<file path="config.mk">
export PLATFORM = sky130hd
export DESIGN_NAME = pipe_stage_reg
export DESIGN_NICKNAME = d
export VERILOG_FILES = /design/src/rtl/pipe_pkg.sv /design/src/rtl/pipe_stall_ctr.sv /design/src/rtl/pipe_stage_reg.sv
export SDC_FILE = /design/constraint.sdc
export NUM_CORES = 1
export LEC_CHECK = 0
export CAP_MARGIN = 20
export CORE_ASPECT_RATIO = 0.8
export CORE_MARGIN = 2
export CORE_UTILIZATION = 35
export CTS_BUF_LIST = sky130_fd_sc_hd__clkbuf_4 sky130_fd_sc_hd__clkbuf_8
export CTS_CLUSTER_SIZE = 20
export DETAILED_ROUTE_END_ITERATION = 12
export SLEW_MARGIN = 20
export SYNTH_ARGS = -nofsm -noshare
export SYNTH_HDL_FRONTEND = slang
export SYNTH_HIERARCHICAL = 1
export SYNTH_SLANG_ARGS = --single-unit
</file>
<file path="constraint.sdc">
create_clock -name clk_i -period 2.8 [get_ports clk_i]
set_clock_uncertainty 0.05 [all_clocks]
set_input_delay 0.56 -clock clk_i [delete_from_list [all_inputs] [get_ports clk_i]]
set_output_delay 0.56 -clock clk_i [all_outputs]
set_load 0.1 [all_outputs]
</file>
<file path="src/rtl/pipe_pkg.sv">
// Shared definitions for the inter-stage pipeline registers: occupancy
// states, default field widths, zero constants and per-stage NOP payloads.
package pipe_pkg;

    // Occupancy of a stage register: main slot, then the optional skid slot
    typedef enum logic [1:0] {
        ST_EMPTY = 2'd0,
        ST_HALF  = 2'd1,
        ST_FULL  = 2'd2
    } pipe_state_e;

    localparam int unsigned DEF_ADDR_W = 32;
    localparam int unsigned DEF_EXC_W  = 32;
    localparam int unsigned STALL_W    = 32;

    localparam logic [31:0] ZERO_32   = 32'h0000_0000;
    localparam logic [31:0] STALL_MAX = 32'hFFFF_FFFF;

    // addi x0, x0, 0 : the canonical bubble instruction
    localparam logic [31:0] MEM_NOP = 32'h0000_0013;

    // Stage NOP payloads: NOP instruction in the low word, all control fields cleared
    localparam logic [63:0] IFID_NOP  = {32'h0000_0000, MEM_NOP};
    localparam logic [63:0] IDEXE_NOP = {32'h0000_0000, MEM_NOP};
    localparam logic [63:0] EXMEM_NOP = {32'h0000_0000, MEM_NOP};
    localparam logic [63:0] MEMWB_NOP = {32'h0000_0000, MEM_NOP};

endpackage

</file>
<file path="src/rtl/pipe_stall_ctr.sv">
// Saturating 32-bit stall counter; cleared only by reset.
module pipe_stall_ctr
    import pipe_pkg::*;
(
    input  logic               clk_i,
    input  logic               rst_ni,
    input  logic               inc_i,
    output logic [STALL_W-1:0] count_o
);

    logic [STALL_W-1:0] r_count;

    // Count stalled cycles, sticking at the maximum instead of wrapping
    always_ff @(posedge clk_i or negedge rst_ni) begin
        if (!rst_ni) begin
            r_count <= ZERO_32;
        end else if (inc_i && (r_count != STALL_MAX)) begin
            r_count <= r_count + 32'd1;
        end else begin
            r_count <= r_count;
        end
    end

    assign count_o = r_count;

endmodule

</file>
<file path="src/rtl/pipe_stage_reg.sv">
// Parametrised inter-stage pipeline register with valid/ready handshake,
// optional two-entry skid buffer (SKID=1) and flush-to-NOP.
// Optional feature macro: PIPE_STAGE_PERF_EN adds the stall_cycles_o counter.
module pipe_stage_reg
    import pipe_pkg::*;
#(
    parameter int unsigned             PAYLOAD_W     = 64,
    parameter int unsigned             ADDR_W        = DEF_ADDR_W,
    parameter int unsigned             EXC_W         = DEF_EXC_W,
    parameter logic [PAYLOAD_W-1:0]    RESET_PAYLOAD = '0,
    parameter int unsigned             SKID          = 1
) (
    input  logic                 clk_i,
    input  logic                 rst_ni,
    input  logic                 in_valid_i,
    output logic                 in_ready_o,
    input  logic [PAYLOAD_W-1:0] in_payload_i,
    input  logic [ADDR_W-1:0]    in_pc_i,
    input  logic [EXC_W-1:0]     in_exc_i,
    output logic                 out_valid_o,
    input  logic                 out_ready_i,
    output logic [PAYLOAD_W-1:0] out_payload_o,
    output logic [ADDR_W-1:0]    out_pc_o,
    output logic [EXC_W-1:0]     out_exc_o,
    input  logic                 flush_i
`ifdef PIPE_STAGE_PERF_EN
    ,
    output logic [STALL_W-1:0]   stall_cycles_o
`endif
);

    localparam bit SKID_EN = (SKID != 0);

    pipe_state_e          r_state;
    pipe_state_e          w_state_nxt;
    logic                 r_valid;
    logic                 r_in_ready;
    logic                 w_in_ready;
    logic                 w_accept;
    logic                 w_fire;
    logic                 w_ld_main_in;
    logic                 w_ld_main_skid;
    logic                 w_ld_skid;

    logic [PAYLOAD_W-1:0] r_main_payload;
    logic [ADDR_W-1:0]    r_main_pc;
    logic [EXC_W-1:0]     r_main_exc;
    logic [PAYLOAD_W-1:0] r_skid_payload;
    logic [ADDR_W-1:0]    r_skid_pc;
    logic [EXC_W-1:0]     r_skid_exc;

    // Skid mode exposes a registered ready; single-register mode lets a
    // draining entry make room in the same cycle.
    assign w_in_ready = SKID_EN ? r_in_ready : (!r_valid || out_ready_i);
    assign w_accept   = in_valid_i && w_in_ready;
    assign w_fire     = r_valid && out_ready_i;

    // Next occupancy and which slot loads from where
    always_comb begin
        w_state_nxt    = r_state;
        w_ld_main_in   = 1'b0;
        w_ld_main_skid = 1'b0;
        w_ld_skid      = 1'b0;
        case (r_state)
            ST_EMPTY: begin
                if (w_accept) begin
                    w_state_nxt  = ST_HALF;
                    w_ld_main_in = 1'b1;
                end else begin
                    w_state_nxt  = ST_EMPTY;
                end
            end
            ST_HALF: begin
                if (w_accept && w_fire) begin
                    w_state_nxt  = ST_HALF;
                    w_ld_main_in = 1'b1;
                end else if (w_accept) begin
                    // only reachable with the skid enabled
                    w_state_nxt  = ST_FULL;
                    w_ld_skid    = 1'b1;
                end else if (w_fire) begin
                    w_state_nxt  = ST_EMPTY;
                end else begin
                    w_state_nxt  = ST_HALF;
                end
            end
            ST_FULL: begin
                if (w_fire) begin
                    w_state_nxt    = ST_HALF;
                    w_ld_main_skid = 1'b1;
                end else begin
                    w_state_nxt    = ST_FULL;
                end
            end
            default: begin
                w_state_nxt = ST_EMPTY;
            end
        endcase
    end

    // Occupancy, valid and ready registers; flush empties the stage
    always_ff @(posedge clk_i or negedge rst_ni) begin
        if (!rst_ni) begin
            r_state    <= ST_EMPTY;
            r_valid    <= 1'b0;
            r_in_ready <= 1'b1;
        end else if (flush_i) begin
            r_state    <= ST_EMPTY;
            r_valid    <= 1'b0;
            r_in_ready <= 1'b1;
        end else begin
            r_state    <= w_state_nxt;
            r_valid    <= (w_state_nxt != ST_EMPTY);
            r_in_ready <= (w_state_nxt != ST_FULL);
        end
    end

    // Main slot: loads from input or skid, otherwise holds
    always_ff @(posedge clk_i or negedge rst_ni) begin
        if (!rst_ni) begin
            r_main_payload <= RESET_PAYLOAD;
            r_main_pc      <= {ADDR_W{1'b0}};
            r_main_exc     <= {EXC_W{1'b0}};
        end else if (flush_i) begin
            r_main_payload <= RESET_PAYLOAD;
            r_main_pc      <= {ADDR_W{1'b0}};
            r_main_exc     <= {EXC_W{1'b0}};
        end else if (w_ld_main_in) begin
            r_main_payload <= in_payload_i;
            r_main_pc      <= in_pc_i;
            r_main_exc     <= in_exc_i;
        end else if (w_ld_main_skid) begin
            r_main_payload <= r_skid_payload;
            r_main_pc      <= r_skid_pc;
            r_main_exc     <= r_skid_exc;
        end else begin
            r_main_payload <= r_main_payload;
            r_main_pc      <= r_main_pc;
            r_main_exc     <= r_main_exc;
        end
    end

    // Skid slot: catches the entry in flight when downstream stalls
    always_ff @(posedge clk_i or negedge rst_ni) begin
        if (!rst_ni) begin
            r_skid_payload <= RESET_PAYLOAD;
            r_skid_pc      <= {ADDR_W{1'b0}};
            r_skid_exc     <= {EXC_W{1'b0}};
        end else if (flush_i) begin
            r_skid_payload <= RESET_PAYLOAD;
            r_skid_pc      <= {ADDR_W{1'b0}};
            r_skid_exc     <= {EXC_W{1'b0}};
        end else if (w_ld_skid) begin
            r_skid_payload <= in_payload_i;
            r_skid_pc      <= in_pc_i;
            r_skid_exc     <= in_exc_i;
        end else begin
            r_skid_payload <= r_skid_payload;
            r_skid_pc      <= r_skid_pc;
            r_skid_exc     <= r_skid_exc;
        end
    end

    assign in_ready_o    = w_in_ready;
    assign out_valid_o   = r_valid;
    assign out_payload_o = r_main_payload;
    assign out_pc_o      = r_main_pc;
    assign out_exc_o     = r_main_exc;

`ifdef PIPE_STAGE_PERF_EN
    pipe_stall_ctr u_stall_ctr (
        .clk_i   (clk_i),
        .rst_ni  (rst_ni),
        .inc_i   (r_valid && !out_ready_i),
        .count_o (stall_cycles_o)
    );
`endif

endmodule

</file>
==> results of run 1 <==
==> report_power, final <==
group          internal, W  leakage, nW  switching [W]  total (W)
clock network      0.00220        0.534        0.00158    0.00378
logic             0.000843         3.78        0.00238    0.00322
registers          0.00405         3.50       0.000182    0.00423
==> through the flow <==
step	instance area, µm²	hold slack (ps)	cells	power [W]
floorplan	11200	214	895	0.00650
global placement	14100	432	1512	0.00751
detailed placement	14100	430	1512	0.00754
CTS	15100	404	1595	0.0114
global route	15100	446	1596	0.0117
finish	15100	440	1596	0.0112
==> critical path: stages, from the launching register on <==
cell	delay (ps)
dfstp_2	540
and2_1	170
ha_1	150
nand2_1	110
a21o_4	350
buf_12	220
a221oi_1	330
==> per-layer routing <==
layer  global-route usage, %  vias to the layer above  routed length [µm]
li1                        -                     3925                   -
met1                    29.2                     4482               15700
met2                    29.1                      292               15100
met3                    5.04                       53                2260
met4                    6.19                        4                 737
met5                       0                        -                  33
==> synthesized netlist by cell type (2+ instances only) <==
cell type	n
dfrtp_1	259
nor2_1	129
a221oi_1	128
a22o_1	128
mux2i_1	128
clkbuf_1	47
buf_2	36
buf_8	11
nand2_1	4
buf_1	3
a21o_1	2
buf_4	2
ha_1	2
nand3b_1	2
nor2b_1	2
==> flip-flops by register name, summed over array words and instances, names as in the netlist <==
signal / count
out_payload_o: 64
r_skid_payload: 64
out_exc_o: 32
out_pc_o: 32
r_skid_exc: 32
r_skid_pc: 32
r_state: 2
in_ready_o: 1
out_valid_o: 1
==> cell families after synthesis <==
group,count (synthesis)
AND/OR/NAND/NOR,142
flip-flops,260
buffers and inverters,101
adder cells (fa/ha/maj),2
AO/OA/AOI/OAI,262
multiplexers,128
==> worst max path at each step <==
stage           startpoint           endpoint  slack (ps)
2_1_floorplan  out_valid_o  out_payload_o[22]         480
3_3_place_gp   out_ready_i   out_payload_o[8]         230
3_5_place_dp   out_ready_i       out_exc_o[3]         180
4_1_cts         in_ready_o       out_exc_o[3]         740
5_1_grt         in_ready_o       out_pc_o[16]         640
6_report        in_ready_o       out_exc_o[0]         750
==> cell type report <==
type | count | share of cell area, %
tap | 420 | 3.48
inverter | 1 | 0.0248
antenna | 1 | 0.0166
multi-input combinational | 534 | 27.8
timing repair buffer | 298 | 19.0
clock buffer | 75 | 6.21
clock inverter | 7 | 0.414
sequential | 260 | 43.1
==> timing repair <==
item / 4_1_cts / 5_1_grt
resized for setup: 0 / 0
hold buffers: 1 / 0
hold endpoints to repair: 44 / 0
==> impl_metrics.toml, run 1 <==
[logic_synthesis]
synthesis.nets = 1030
synth_cell_types = 27
synth_area_mm2 = 0.0112
async_reset_ff_share_pct = 100
synth.mux.area_fraction_pct = 11.4
synth_compound_area_share_pct = 20.3
ys_warn_count = 6
synth_area_per_cell_um2 = 12.5
synth_edf_count = 0
yosysTopAreaCell = "dfrtp_1"
ys.flop_type = "dfrtp_1"
ys_ff_latch = 260
synth_fa_ha_area_share_pct = 0.223
synth.top_cell.area_share_pct = 57.7
synth-xor-area-share_pct = 0
syn_inst = 895
synth_top_family_by_area = "compound AO/OA/AOI/OAI gates"
synth_area_leaders = "dfrtp_1, mux2i_1, a221oi_1"
synthSimpleGateAreaFrac_pct = 5.06
seq_area_frac_synth_pct = 58.0

[sta]
rsz0062_at_grt = "no"
hold_viol = 0
max_freq_mhz = 488
maxSlewHeadroom_pct = 37.9
min_period_over_period_pct = 73.2
finalMaxSlewViolations = 0
setup_viol = 0
period_needed_ps = 2050
tightest_slew_ps = 931
layout_setup_ws_ps = 751
finalSetupTns_ps = 0

[clocking]
clk_latency_ps = 560
cts-root-buf = "clkbuf_8"
cts.path.max_buffers = 3
cts.sinks = 260
path_clk_slew_ps = 60
cts_buffers = 45
tritoncts = "built"
htreeDepth = 2
cts_setup_buffers = 0

[placed_design]
gp_congestion = 0.762
numPortBuffers = 262
place_ws_ps = 176
dp_hpwl_mm = 20.2

[layout]
multi_input_area_mm2 = 0.00420
fillCellCount = 2833
area_growth_pct = 34.6
post-route-util_pct = 48.0
nets = 1275
final_cell_mix = "dfrtp_1, buf_4, clkdlybuf4s50_1"
drive_gt1_share_pct = 21.8
regArea_mm2 = 0.00651
final_common_cell = "dfrtp_1"

[power]
irDropWorstVdd_mv = 0.481
power_leakage_nw = 7.81
power.density_mw_per_mm2 = 743

[worst_setup_path]
worstSetupPathType = "reg2reg"
start_kind = "flip-flop"
rr_startpoint = "in_ready_o"
crit_path_end_kind = "flip-flop"
r2r_cells = 6
r2r-end = "out_exc_o[0]"
worstPathArrival_ps = 2440
cp_max_fo = 38
rrSetupSlack_ps = 750
required_ps = 3190

[drt]
detail_route.first_pass.iterations = 5
drtIter0Drc = 547
ant_nets = 0
routedWlPerCell_um = 21.2
drc_errors = 0
vias = 8756
vias_per_cell = 5.49
routed_wirelength_mm = 33.9

[floorplanning]
die_h_um = 164
initial_core_util_pct = 35.6
io-pin-count = 263
rows = 58
core_area_mm2 = 0.0315
die-width_um = 204
die_area_mm2 = 0.0335

[grt]
antenna_found_initial = 3
grt_overflow_total = 0
grt_pass1_wl_mm = 53.1
first_global_vias = 8859
grt_max_degree = 96
grt.total_usage_pct = 20.0

[status]
outcome = "complete, no violations"

[min_path]
hold_path.class = "in2async"

[job]
cap_viol_max_count = 0
Power figures use the tool's default switching activity.
==> run 2, diff against run 1 <==
- clock period: 2.8 -> 2.09 ns (I/O delays scaled with it)
==> run 2 against run 1 <==
  * Global-route usage about the same
  * Clock-buffer cell count decreased by 9
  * Highest routed layer is now met4
  * Critical path depth is 1 higher
  * Flip-flop and latch count is the same
  * Setup slack worse by 650 ps
  * Fmax grew 2.9%
  * Non-clock buffer count up 29
  * Cell area grew 2.2%
  * Total power grew 33%
  * Register-to-register slack got worse by 650 ps
  * Core utilization is 1.1 points higher
  * Clock power rose by 29%
==> impl_metrics.toml, run 2 (same netlist as run 1, synthesis figures left out) <==
[status]
outcome = "complete, no violations"

[floorplanning]
rows = 58
initial_core_util_pct = 35.6
die_area_mm2 = 0.0335
core_area_mm2 = 0.0315
die_h_um = 164
io-pin-count = 263
die-width_um = 204

[worst_setup_path]
worstSetupPathType = "reg2reg"
crit_family = "flip-flops"
worstPathArrival_ps = 2380
start_kind = "flip-flop"
path_common_cell = "buf_4"
cp_max_fo = 10
path_buf_inv = 2
cp_cell_sequence = "and2_4, ha_1, nand3b_1, nor2b_4, buf_4, buf_4, a22o_1"
r2r-end = "r_skid_payload[34]"
required_ps = 2480
max_stage_delay_ps = 640
rr_startpoint = "in_ready_o"
r2r_cells = 7
rrSetupSlack_ps = 100
crit_slowest_cell = "dfstp_4"
crit_path_end_kind = "flip-flop"

[sta]
tightest_slew_ps = 546
maxSlewHeadroom_pct = 63.6
rsz0062_at_grt = "no"
finalMaxSlewViolations = 0
hold_viol = 0
min_period_over_period_pct = 95.3
hold_ws_ps = 233
period_needed_ps = 1990
setup_viol = 0
max_freq_mhz = 502

[min_path]
hold_end = "r_state[1]"
min-delay-start = "flush_i"
worstHoldPathCells = 2
hold_path.class = "in2reg"

[placed_design]
gp_congestion = 0.737
numPortBuffers = 262
dp_hpwl_mm = 21.3

[drt]
drtIter0Drc = 589
drc_errors = 0
detail_route.first_pass.iterations = 4
ant_nets = 0
routed_wirelength_mm = 33.9
routedWlPerCell_um = 20.9
vias = 8817
vias_per_cell = 5.45

[clocking]
clk_latency_ps = 560
cts-root-buf = "clkbuf_8"
tritoncts = "built"
cts.sinks = 260
path_clk_slew_ps = 60
cts.path.max_buffers = 3
htreeDepth = 2
cts_buffers = 43

[job]
cap_viol_max_count = 0

[grt]
grt_max_degree = 90
grt_overflow_total = 0
antenna_found_initial = 0
grt.total_usage_pct = 20.0
first_global_vias = 9115
grt_pass1_wl_mm = 53.0

[layout]
drive_gt1_share_pct = 24.0
fillCellCount = 2856
final_common_cell = "dfrtp_1"
final_cell_mix = "dfrtp_1, buf_4, clkdlybuf4s50_1"
nets = 1302
area_growth_pct = 37.6

[power]
p_total_w = 0.0150
power.density_mw_per_mm2 = 968
power_leakage_nw = 7.99
irDropWorstVdd_mv = 0.483
-- run 2: cell types whose count changed in the layout (fill, tap and decap cells not counted), moves of 3 or more --
cell | before | now
a221oi_1 | 128 | 121
a221oi_2 | 0 | 7
buf_12 | 24 | 34
buf_4 | 142 | 161
clkbuf_4 | 15 | 11
clkbuf_8 | 60 | 55
clkinv_2 | 5 | 8
-- run 2: metrics by stage --
step | utilization [%] | cells | instance area (µm²) | setup TNS, ps | setup slack [ps]
detailed placement | 45.9 | 1541 | 14400 | -39000 | -222
floorplan | - | 895 | 11200 | -148 | -2.12
CTS | 48.9 | 1618 | 15400 | 0 | 78.6
global route | 49.0 | 1618 | 15400 | 0 | 5.99
finish | 49.0 | 1619 | 15400 | 0 | 99.2
global placement | 45.9 | 1541 | 14400 | -34980 | -159
-- run 2: worst max path at each step --
stage / start / end / cells past startpoint
final: in_ready_o / r_skid_payload[34] / 7
after global routing: in_ready_o / out_payload_o[39] / 6
after CTS: in_ready_o / out_exc_o[2] / 6
after detailed placement: out_ready_i / out_exc_o[2] / 8
after global placement: out_ready_i / out_exc_o[10] / 8
after floorplan: in_ready_o / out_exc_o[10] / 7
-- run 2: worst register-to-register path, delay by kind of cell (launching register included) --
family	cells	cell delay, ps
DFF	1	640
and+or+nand+nor	3	490
buffers and inverters	2	350
AOI/OAI and AO/OA	1	190
adders and majority gates	1	160
-- run 2: area by class of cell --
type / count / area [µm²] / area share, %
Timing Repair Buffer: 327 / 3220 / 20.8
Clock inverter: 10 / 100 / 0.648
Tap cell: 420 / 526 / 3.40
Inverter: 1 / 3.75 / 0.0243
Sequential cell: 260 / 6520 / 42.2
Antenna cell: 1 / 2.50 / 0.0162
Clock buffer: 66 / 840 / 5.44
Multi-Input combinational cell: 534 / 4240 / 27.5
-- run 2: report_power, final --
part	internal [W]	switching [W]	total, W
Clock	0.00280	0.00208	0.00489
Combinational	0.00118	0.00320	0.00438
Sequential	0.00543	0.000253	0.00568
-- run 2: repair_timing --
item | in CTS | in global routing
buffers inserted | 0 | 0
endpoints found under the setup margin | 0 | 7
endpoints found under the hold margin | 104 | 0
resized for setup | 0 | 7
hold buffers | 1 | 0
-- run 2: metal layers --
layer  vias to the layer above  global-route usage (%)  wire, µm
li1                       3983                       -         -
met2                       270                    29.2     15000
met4                         0                    5.73       673
met1                      4515                    29.5     16000
met3                        49                    4.64      2210
met5                         -                       0         0
==> run 3, diff against run 2 <==
- CORE_UTILIZATION: 35 -> 25
==> run 3 against run 2 <==
  * Total power is 1.9% higher
  * Setup slack worse by 6.6 ps
  * Sequential share of layout area is 0.70 points lower
  * Fmax is 0.33% lower
  * Largest power group unchanged
  * Cell count is 11% higher
==> impl_metrics.toml, run 3 (same netlist as run 1, synthesis figures left out) <==
[status]
outcome = "complete, no violations"

[drt]
detail_route.first_pass.iterations = 5
ant_nets = 0
routed_wirelength_mm = 35.9
vias = 8960
routedWlPerCell_um = 19.9
drtIter0Drc = 609
drc_errors = 0
vias_per_cell = 4.97

[worst_setup_path]
r2r-end = "r_skid_payload[27]"
crit_slowest_cell = "dfstp_4"
cp_max_fo = 24
max_stage_delay_ps = 620
rrSetupSlack_ps = 90
required_ps = 2490
worstPathArrival_ps = 2400
cp_cell_sequence = "and2_4, ha_2, nand3b_1, nor2b_4, buf_4, buf_12, a22o_1"
crit_path_end_kind = "flip-flop"
worstSetupPathType = "reg2reg"
start_kind = "flip-flop"
rr_startpoint = "in_ready_o"
r2r_cells = 7

[min_path]
min-delay-start = "flush_i"
hold_path.class = "in2reg"
hold_end = "r_state[1]"
worstHoldPathCells = 2

[clocking]
path_clk_slew_ps = 60
clk_latency_ps = 580
tritoncts = "built"
cts.sinks = 260
cts_buffers = 45
htreeDepth = 2
cts-root-buf = "clkbuf_8"
cts.path.max_buffers = 3

[power]
power.density_mw_per_mm2 = 970
p_total_w = 0.0152
power_leakage_nw = 8.00
irDropWorstVdd_mv = 0.563

[job]
cap_viol_max_count = 0

[sta]
setup_viol = 0
max_freq_mhz = 501
period_needed_ps = 2000
finalMaxSlewViolations = 0
hold_viol = 0
finalSetupTns_ps = 0
min_period_over_period_pct = 95.6
hold_ws_ps = 162
rsz0062_at_grt = "no"
tightest_slew_ps = 711
maxSlewHeadroom_pct = 52.6

[placed_design]
gp_congestion = 0.720
place_area_mm2 = 0.0146
numPortBuffers = 262
dp_hpwl_mm = 21.9

[layout]
final_common_cell = "dfrtp_1"
nets = 1301
multi_input_area_mm2 = 0.00421
stdcell_area_mm2 = 0.0157
fillCellCount = 4389
regArea_mm2 = 0.00652
post-route-util_pct = 35.4
final_cell_mix = "dfrtp_1, buf_4, clkdlybuf4s50_1"
area_growth_pct = 39.9
n_antenna_cell = 0
drive_gt1_share_pct = 23.9

[grt]
grt_pass1_wl_mm = 55.6
antenna_found_initial = 0
first_global_vias = 9384
grt_max_degree = 101
grt.total_usage_pct = 15.2
grt_overflow_total = 0

[floorplanning]
rows = 69
io-pin-count = 263
die_area_mm2 = 0.0466
initial_core_util_pct = 25.3
die_h_um = 194
core_area_mm2 = 0.0444
die-width_um = 241
[run 3: cell count changes in the layout (fill, tap and decap cells not counted), sizes merged]
cell and change:
buf -4, diode -1, bufinv -1, clkbuf +8, inv +1, clkinvlp +1
clkinv -2
[run 3: cell type report]
class / instances / share of cell area, %
Inverter: 1 / 0.0239
Timing Repair Buffer: 324 / 20.4
Tap cell: 603 / 4.80
Clock buffer: 73 / 6.00
Sequential cell: 260 / 41.5
Clock inverter: 9 / 0.486
Multi-Input combinational cell: 534 / 26.8
[run 3: how the worst max path moves through the flow]
stage / cells past startpoint / to / from / slack (ps)
global placement: 7 / r_skid_payload[47] / in_valid_i / -220
global route: 6 / out_pc_o[0] / in_ready_o / 3
detailed placement: 8 / r_skid_pc[16] / in_valid_i / -230
CTS: 7 / r_skid_pc[5] / in_ready_o / 50
floorplan: 7 / out_exc_o[10] / in_ready_o / -2
finish: 7 / r_skid_payload[27] / in_ready_o / 90
[run 3: per-layer routing]
metal	vias to the layer above	GRT usage, %	share of wire, %
met1	4634	20.1	43
met4	0	5.37	2.2
met2	287	24.0	48
met5	-	0	0
li1	3984	-	-
met3	55	3.90	6.5
[run 3: report_power, final]
part / switching (W) / internal (W) / total (W)
sequential: 0.000254 / 0.00543 / 0.00568
combinational: 0.00321 / 0.00118 / 0.00439
clock: 0.00218 / 0.00298 / 0.00516
total: 0.00565 / 0.00959 / 0.0152
[run 3: repair_timing]
action,CTS,global route
resized for setup,0,3
buffers inserted,0,3
hold buffers,1,0
endpoints found under the setup margin,0,39
endpoints found under the hold margin,42,0
[run 3: critical path, delay by kind of cell (launching register included)]
kind,cells,cell delay [ps]
AO/OA/AOI/OAI,1,200
buffers and inverters,2,330
adder cells (fa/ha/maj),1,170
flip-flops,1,620
AND/OR/NAND/NOR,3,490
[run 3: per-stage QoR]
step,std cells,setup WS [ps]
2_1_floorplan,895,-2.12
3_3_place_gp,1717,-225
3_5_place_dp,1717,-230
4_1_cts,1800,53.4
5_1_grt,1804,2.70
6_report,1804,92.6
